==> config.mk <==
export PLATFORM = sky130hd
export DESIGN_NAME = count_sched
export DESIGN_NICKNAME = d
export VERILOG_FILES = /design/src/rtl/count_sched_pkg.sv /design/src/rtl/count_sched_seq.sv /design/src/rtl/count_sched.sv
export SDC_FILE = /design/constraint.sdc
export NUM_CORES = 1
export LEC_CHECK = 0
export ABC_AREA = 1
export ABC_CLOCK_PERIOD_IN_PS = 2600
export BUFFER_PORTS_ARGS = -buffer_cell sky130_fd_sc_hd__buf_4
export CORE_AREA = 2 2 40 42
export DETAILED_ROUTE_END_ITERATION = 10
export DIE_AREA = 0 0 42 44
export GPL_ROUTABILITY_DRIVEN = 1
export PLACE_DENSITY = 0.78
export SYNTH_ARGS = -nofsm -noshare
export SYNTH_HDL_FRONTEND = slang
export SYNTH_HIERARCHICAL = 1
export SYNTH_SLANG_ARGS = --single-unit
==> constraint.sdc <==
create_clock -name clk -period 2.6 [get_ports clk]
set_input_delay 0.26 -clock clk [delete_from_list [all_inputs] [get_ports clk]]
set_output_delay 0.26 -clock clk [all_outputs]
set_load 0.02 [all_outputs]
==> src/rtl/count_sched_pkg.sv <==
// Shared definitions for the two-requester count scheduler and its
// six-state sequence counter.
package count_sched_pkg;

    // Default sizing: two requesters, up to seven steps per grant
    localparam int NREQ_DEF   = 2;
    localparam int STEP_W_DEF = 3;

    // Scheduler state encoding
    localparam logic [1:0] ST_IDLE = 2'd0;
    localparam logic [1:0] ST_RUN  = 2'd1;
    localparam logic [1:0] ST_DONE = 2'd2;

    // The six codes of the counter, in sequence order
    localparam logic [2:0] SEQ_C0 = 3'b000;
    localparam logic [2:0] SEQ_C1 = 3'b001;
    localparam logic [2:0] SEQ_C2 = 3'b011;
    localparam logic [2:0] SEQ_C3 = 3'b101;
    localparam logic [2:0] SEQ_C4 = 3'b111;
    localparam logic [2:0] SEQ_C5 = 3'b010;

    // Successor code; any off-sequence code recovers to 000
    function automatic logic [2:0] seq_next(input logic [2:0] cur);
        logic [2:0] nxt;
        case (cur)
            SEQ_C0:  nxt = SEQ_C1;
            SEQ_C1:  nxt = SEQ_C2;
            SEQ_C2:  nxt = SEQ_C3;
            SEQ_C3:  nxt = SEQ_C4;
            SEQ_C4:  nxt = SEQ_C5;
            SEQ_C5:  nxt = SEQ_C0;
            default: nxt = SEQ_C0;
        endcase
        return nxt;
    endfunction

endpackage

==> src/rtl/count_sched_seq.sv <==
// The shared 3-bit six-state sequence counter driven by the scheduler.
module count_seq
    import count_sched_pkg::*;
(
    input  logic       clk_i,
    input  logic       clr_i,
    input  logic       en_i,
    output logic [2:0] q_o
);

    logic [2:0] code_q;
    logic [2:0] code_d;

    // Clear dominates; otherwise step one code whenever enabled
    always_comb begin
        code_d = code_q;
        if (clr_i) begin
            code_d = SEQ_C0;
        end else if (en_i) begin
            code_d = seq_next(code_q);
        end
    end

    // Counter register; its only reset path is the clear input
    always_ff @(posedge clk_i) begin
        code_q <= code_d;
    end

    assign q_o = code_q;

endmodule

==> src/rtl/count_sched.sv <==
// Round-robin scheduler that owns the sequence counter: grants one of two
// requesters, steps the counter the requested number of times, then pulses
// done. Also provides an idle-time clear of the counter.
module count_sched
    import count_sched_pkg::*;
#(
    parameter int NREQ   = NREQ_DEF,
    parameter int STEP_W = STEP_W_DEF
) (
    input  logic              clk,
    input  logic              reset,
    input  logic [NREQ-1:0]   req,
    input  logic [STEP_W-1:0] steps0,
    input  logic [STEP_W-1:0] steps1,
    input  logic              clr,
    output logic [NREQ-1:0]   gnt,
    output logic [NREQ-1:0]   done,
    output logic              busy,
    output logic              cnt_en,
    output logic [2:0]        Q
);

    localparam logic [NREQ-1:0] GNT_R0 = NREQ'(1);
    localparam logic [NREQ-1:0] GNT_R1 = NREQ'(2);

    logic [1:0]        state_q, state_d;
    logic [STEP_W-1:0] remaining_q, remaining_d;
    logic [NREQ-1:0]   gnt_q, gnt_d;
    logic              ptr_q, ptr_d;

    logic              clr_take;
    logic              who;
    logic              win;
    logic [STEP_W-1:0] steps_sel;
    logic              seq_clr;

    // Index of the current grantee, recovered from the one-hot grant
    assign who = gnt_q[1];

    // Next-state logic for arbitration, step countdown and completion
    always_comb begin
        state_d     = state_q;
        remaining_d = remaining_q;
        gnt_d       = gnt_q;
        ptr_d       = ptr_q;
        clr_take    = 1'b0;
        win         = 1'b0;
        steps_sel   = '0;
        case (state_q)
            ST_IDLE: begin
                if (clr) begin
                    clr_take = 1'b1;
                end else if (|req) begin
                    win         = req[ptr_q] ? ptr_q : ~ptr_q;
                    steps_sel   = win ? steps1 : steps0;
                    remaining_d = steps_sel;
                    gnt_d       = win ? GNT_R1 : GNT_R0;
                    state_d     = (steps_sel == '0) ? ST_DONE : ST_RUN;
                end
            end
            ST_RUN: begin
                remaining_d = remaining_q - 1'b1;
                if (!req[who]) begin
                    state_d = ST_IDLE;
                    gnt_d   = '0;
                    ptr_d   = ~who;
                end else if (remaining_q == STEP_W'(1)) begin
                    state_d = ST_DONE;
                end
            end
            ST_DONE: begin
                state_d = ST_IDLE;
                gnt_d   = '0;
                ptr_d   = ~who;
            end
            default: begin
                state_d = ST_IDLE;
                gnt_d   = '0;
            end
        endcase
    end

    // Scheduler registers with synchronous active-low reset
    always_ff @(posedge clk) begin
        if (!reset) begin
            state_q     <= ST_IDLE;
            remaining_q <= '0;
            gnt_q       <= '0;
            ptr_q       <= 1'b0;
        end else begin
            state_q     <= state_d;
            remaining_q <= remaining_d;
            gnt_q       <= gnt_d;
            ptr_q       <= ptr_d;
        end
    end

    assign gnt    = gnt_q;
    assign done   = (state_q == ST_DONE) ? gnt_q : '0;
    assign busy   = (state_q != ST_IDLE);
    assign cnt_en = (state_q == ST_RUN);

    // Counter clears on block reset or on an accepted idle clear
    assign seq_clr = ~reset | clr_take;

    count_seq u_seq (
        .clk_i (clk),
        .clr_i (seq_clr),
        .en_i  (cnt_en),
        .q_o   (Q)
    );

endmodule

# Word-level counts from Yosys, hierarchy flattened

Index checks and enable logic that the tools add are counted.

Add/sub/neg operators: 1
$lt $le $gt $ge: 2
Eq/ne operators: 11
Muxes and demuxes: 26
Bitwise gates (word level): 4
Reduce and logical (&&, ||, !) cells: 11

Operators with widths:

| kind                                                       | count |
|---|---|
| 2-to-1 mux 2 bit                                           | 10 |
| one-hot mux 3 bit (5 select lines)                         | 1 |
| 2-to-1 mux 3 bit                                           | 3 |
| AND reduction 3 bit                                        | 3 |
| 2-to-1 mux 1 bit                                           | 8 |
| one-hot mux 2 bit (2 select lines)                         | 2 |
| == test 3 x 1 -> 1 bit, second input constant              | 2 |
| == test 3 bit, second input constant                       | 2 |
| zero test 3 bit                                            | 2 |
| inequality test 2 bit, second input constant               | 3 |
| one-hot mux 3 bit (2 select lines)                         | 1 |
| nonzero test 2 bit                                         | 3 |
| less-than comparator 1 x 2 -> 1 bit, second input constant | 2 |
| == test 3 x 2 -> 1 bit, second input constant              | 1 |
| inequality test 3 x 2 -> 1 bit, second input constant      | 1 |
| inverter 1 bit                                             | 3 |
| subtractor 3 x 1 -> 3 bit, second input constant           | 1 |
| == test 2 x 1 -> 1 bit, second input constant              | 1 |
| == test 2 bit, second input constant                       | 1 |
| zero test 2 bit                                            | 1 |
| one-hot mux 1 bit (2 select lines)                         | 1 |
| AND reduction 2 bit                                        | 1 |
| OR reduction 2 bit                                         | 1 |
| bitwise OR 1 bit                                           | 1 |

Flip-flop bits (word level): 11
Input bits: 11
Output and inout bits: 9

# Logic depth before layout (Yosys ltp)

Depth after elaboration: 9
Gate-level depth with buffers: 8

# Hierarchy

Netlist, hierarchy kept.

Modules (own cells, without submodules):

| module      | times used | cells an instance | area each (um^2) | sequential area each (um^2) |
|---|---|---|---|---|
| count_sched | 1          | 92                | 574.3            | 160.2 |
| count_seq   | 1          | 24                | 146.4            | 60.1 |

# Worst setup path before layout

No wires, ideal clock.

Path type: reg-to-reg
From: reg state_q[0]
To: reg state_q[1]
Data arrival time: 1215 ps
Data required time: 2484 ps
Slack: 1270 ps
Stages on the path, launching flop included: 8
Buffers on the path: 0
Period minus slack after synthesis: 1330 ps
Cells stage by stage: dfxtp_1 inv_1 nor2_2 nand2_1 nand2_4 o21ai_2 nand2_1 a21oi_2

Word-level cells in the longest chain between the ends: 3
Elaborated cells on any way between the ends: 7
Those cells by class: eq/ne: 4; mux: 1; reduce/logical: 2

Ends and longest elaborated chain:

| what                                            | line              | RTL |
|---|---|---|
| start, declared                                 | count_sched.sv:26 | `logic [1:0] state_q, state_d;` |
| start signal, assigned                          | count_sched.sv:91 | `state_q <= state_d;` |
| == test 2 x 1 -> 1 bit (*)                      | --                |  |
| named net cnt_en                                | count_sched.sv:19 | `output logic cnt_en,` |
| inequality test 3 x 2 -> 1 bit (no source line) | --                |  |
| AND reduction 3 bit (no source line)            | --                |  |

The timed path passes the listed nets; every way through them passes the cells marked *.
A chain may end at the register's enable or synchronous reset.

# Worst setup path in the final report

From: reg state_q[0]
To: out cnt_en

Word-level cells in the longest chain between the ends: 1

Ends and longest elaborated chain:

| what                   | line               | RTL |
|---|---|---|
| == test 2 x 1 -> 1 bit | count_sched.sv:101 | `assign cnt_en = (state_q == ST_RUN);` |
| end, declared          | count_sched.sv:19  |  |

Every way passes these cells.

==> qor.yml <==
status: "finished, final reports clean"
crit_cells: 3
design_area_um2: 910
path_class: "reg -> out"
drt_iter0_drc: 22
netlist-cell-type-count: 19
setup_tns_ns: 0
p_leak_uw: 0.000478
wl_met3_um: 81
vdd_drop_max_mv: 0.406
antenna_found_initial: 0
io_pins: 20
area_delta_synth_final_pct: 26.2
drt_first_pass_iters: 4
grtUsageTotal: 0.182
gr-total-overflow: 0
r2r_cells: 7
cts_tree: "yes"
finalClockSkew_ns: 0.00871
final_core_util: 0.641
wl_per_cell_um: 10.3
die_w_um: 42
holdBufCountCts: 0
h-tree-depth: 1
worst_pin_slew_ns: 0.349
antenna_cells: 0
start_util: 0.508
grt_max_degree: 10
ys_seq_area_frac: 0.306
hold_depth: 3
dr.max_layer_used: "met4"
cts_resized: 0
layout_setup_ws_ns: 1.10
maxSlewViolCount: 0
synth_seq_cells: 11
place_area_um2: 883
dp_hpwl_um: 1320
core_mm2: 0.00142
drc: 0
dp_slack_ns: 1.31
ant_nets: 0
cp.arrival_ns: 1.24
rr_endpoint: "state_q[1]"
cp_max_fo: 9
cp.required_ns: 2.34
syn_inst: 116
r2r-start: "state_q[0]"
synth.avg_cell_area_um2: 6.21
crit_chain: "inv_1, nor2_2, buf_4"
critical_path_buf_inv_count: 2
dieArea_mm2: 0.00185
setup_violations: 0
syn_area_um2: 721
cts.sinks: 11
maxCapViolCount: 0
stdcell_count: 155
clk_latency_ns: 0.27
critical_path.top_delay_family: "flip-flops"
num_vias: 777
critPathCapture: "cnt_en"
dp_cells: 151
drive_gt1_frac: 0.266
fin_crit_sh: 0.578
fmax_ghz: 0.666
port_buffers: 19
fillers: 132
routedLengthMet1_um: 704
nets: 153
cts.reportedPaths.clkPinSlew_ns: 0.08
root_buffer: "clkbuf_4"
gp_congestion: 0.798
yosys_warnings: 6
max_slew_margin: 0.767
holdCritPathClass: "in -> reg"
endpoint_kind: "output port"
drt-vias-per-instance: 5.01
worstSetupStartpointType: "flip-flop"
ff2ff_setup_slack_ns: 1.27
grt_pass1_vias: 694
synth_nets: 129
finalHoldViolations: 0
routed_wl_um: 1600
power_density_mw_per_mm2: 792
post-cts-setup-buffer-count: 0
rsz0062_at_grt: "false"
row_count: 14
grt_pass1_wl_um: 2570
cp-startpoint: "state_q[0]"
clock_path_buffers: 2
finalCriticalPeriod_ns: 1.50
cp_slowest_cell: "dfxtp_1"
max_stage_delay_ns: 0.39
wl_met2_um: 798
die_h_um: 44
cts-buffers-inserted: 3
==> worst reg2reg max path, stage by stage, from the launching register on <==
cell and delay, ns:
dfxtp_1 0.39, inv_1 0.08, nor2_2 0.29, nand2_1 0.16, nand2_4 0.12, o21ai_2 0.08, nand2_1 0.08, a21oi_2 0.03
==> Yosys cell counts (all sizes together) <==
cell    instances  share of area
a21boi          1          0.016
a21oi          10          0.085
dfxtp          11           0.31
ha              2          0.035
inv            26           0.14
nand2          37           0.21
nand3           7          0.049
nand3b          1          0.010
nand4           1         0.0087
nor2           11          0.068
o21ai           8          0.066
xnor2           1          0.012
==> through the flow <==
stage	power, uW	hold slack (ns)
2_1_floorplan	500	0.396
3_3_place_gp	596	0.466
3_5_place_dp	602	0.461
4_1_cts	723	0.285
5_1_grt	776	0.289
6_report	720	0.286
==> layer usage <==
| layer | GRT usage | up-vias |
|---|---|---|
| met2 | 0.341 | 22 |
| li1 | - | 401 |
| met5 | 0 | - |
| met3 | 0.0375 | 2 |
| met1 | 0.197 | 352 |
| met4 | 0.0774 | 0 |
==> worst min-delay path by stage <==
stage,startpoint,slack [ns],endpoint
3_5_place_dp,gnt[0],0.46,gnt[0]
5_1_grt,reset,0.29,gnt[1]
2_1_floorplan,reset,0.40,state_q[0]
4_1_cts,reset,0.28,state_q[0]
6_report,reset,0.29,state_q[0]
3_3_place_gp,gnt[0],0.47,gnt[0]
==> layout by cell type (no fill, tap or decap), types with 7 or more instances in the layout <==
cell type,count
dfxtp_1,11
nand3_1,7
a21oi_1,7
nor2_1,8
nand2_1,34
buf_4,19
inv_1,23
==> registers in the layout (all words and copies together), names as in the netlist <==
name and count:
gnt 2, ptr_q 1, remaining_q 3, state_q 2, u_seq/q_o 3
==> layout make-up <==
class,count,area [um^2],area share
Timing Repair Buffer,19,143,0.157
Tap cell,16,20.0,0.0220
Clock buffer,4,26.3,0.0289
Inverter,26,97.6,0.107
Multi-Input combinational cell,79,403,0.443
Sequential cell,11,220,0.242
==> power breakdown <==
group / internal (uW) / leakage [uW] / switching, uW
logic: 134 / 0.000373 / 219
registers: 207 / 0.0000906 / 37.1
clock network: 59.3 / 0.0000150 / 63.2
total: 401 / 0.000478 / 320
==> cells by family after synthesis <==
group	count (synthesis)	synth area share
and+or+nand+nor	57	0.345
buffers and inverters	26	0.135
AOI/OAI and AO/OA	19	0.167
DFF	11	0.306
adders and majority gates	2	0.0347
xor gates and xnor gates	1	0.0122
Power figures use the tool's default switching activity.
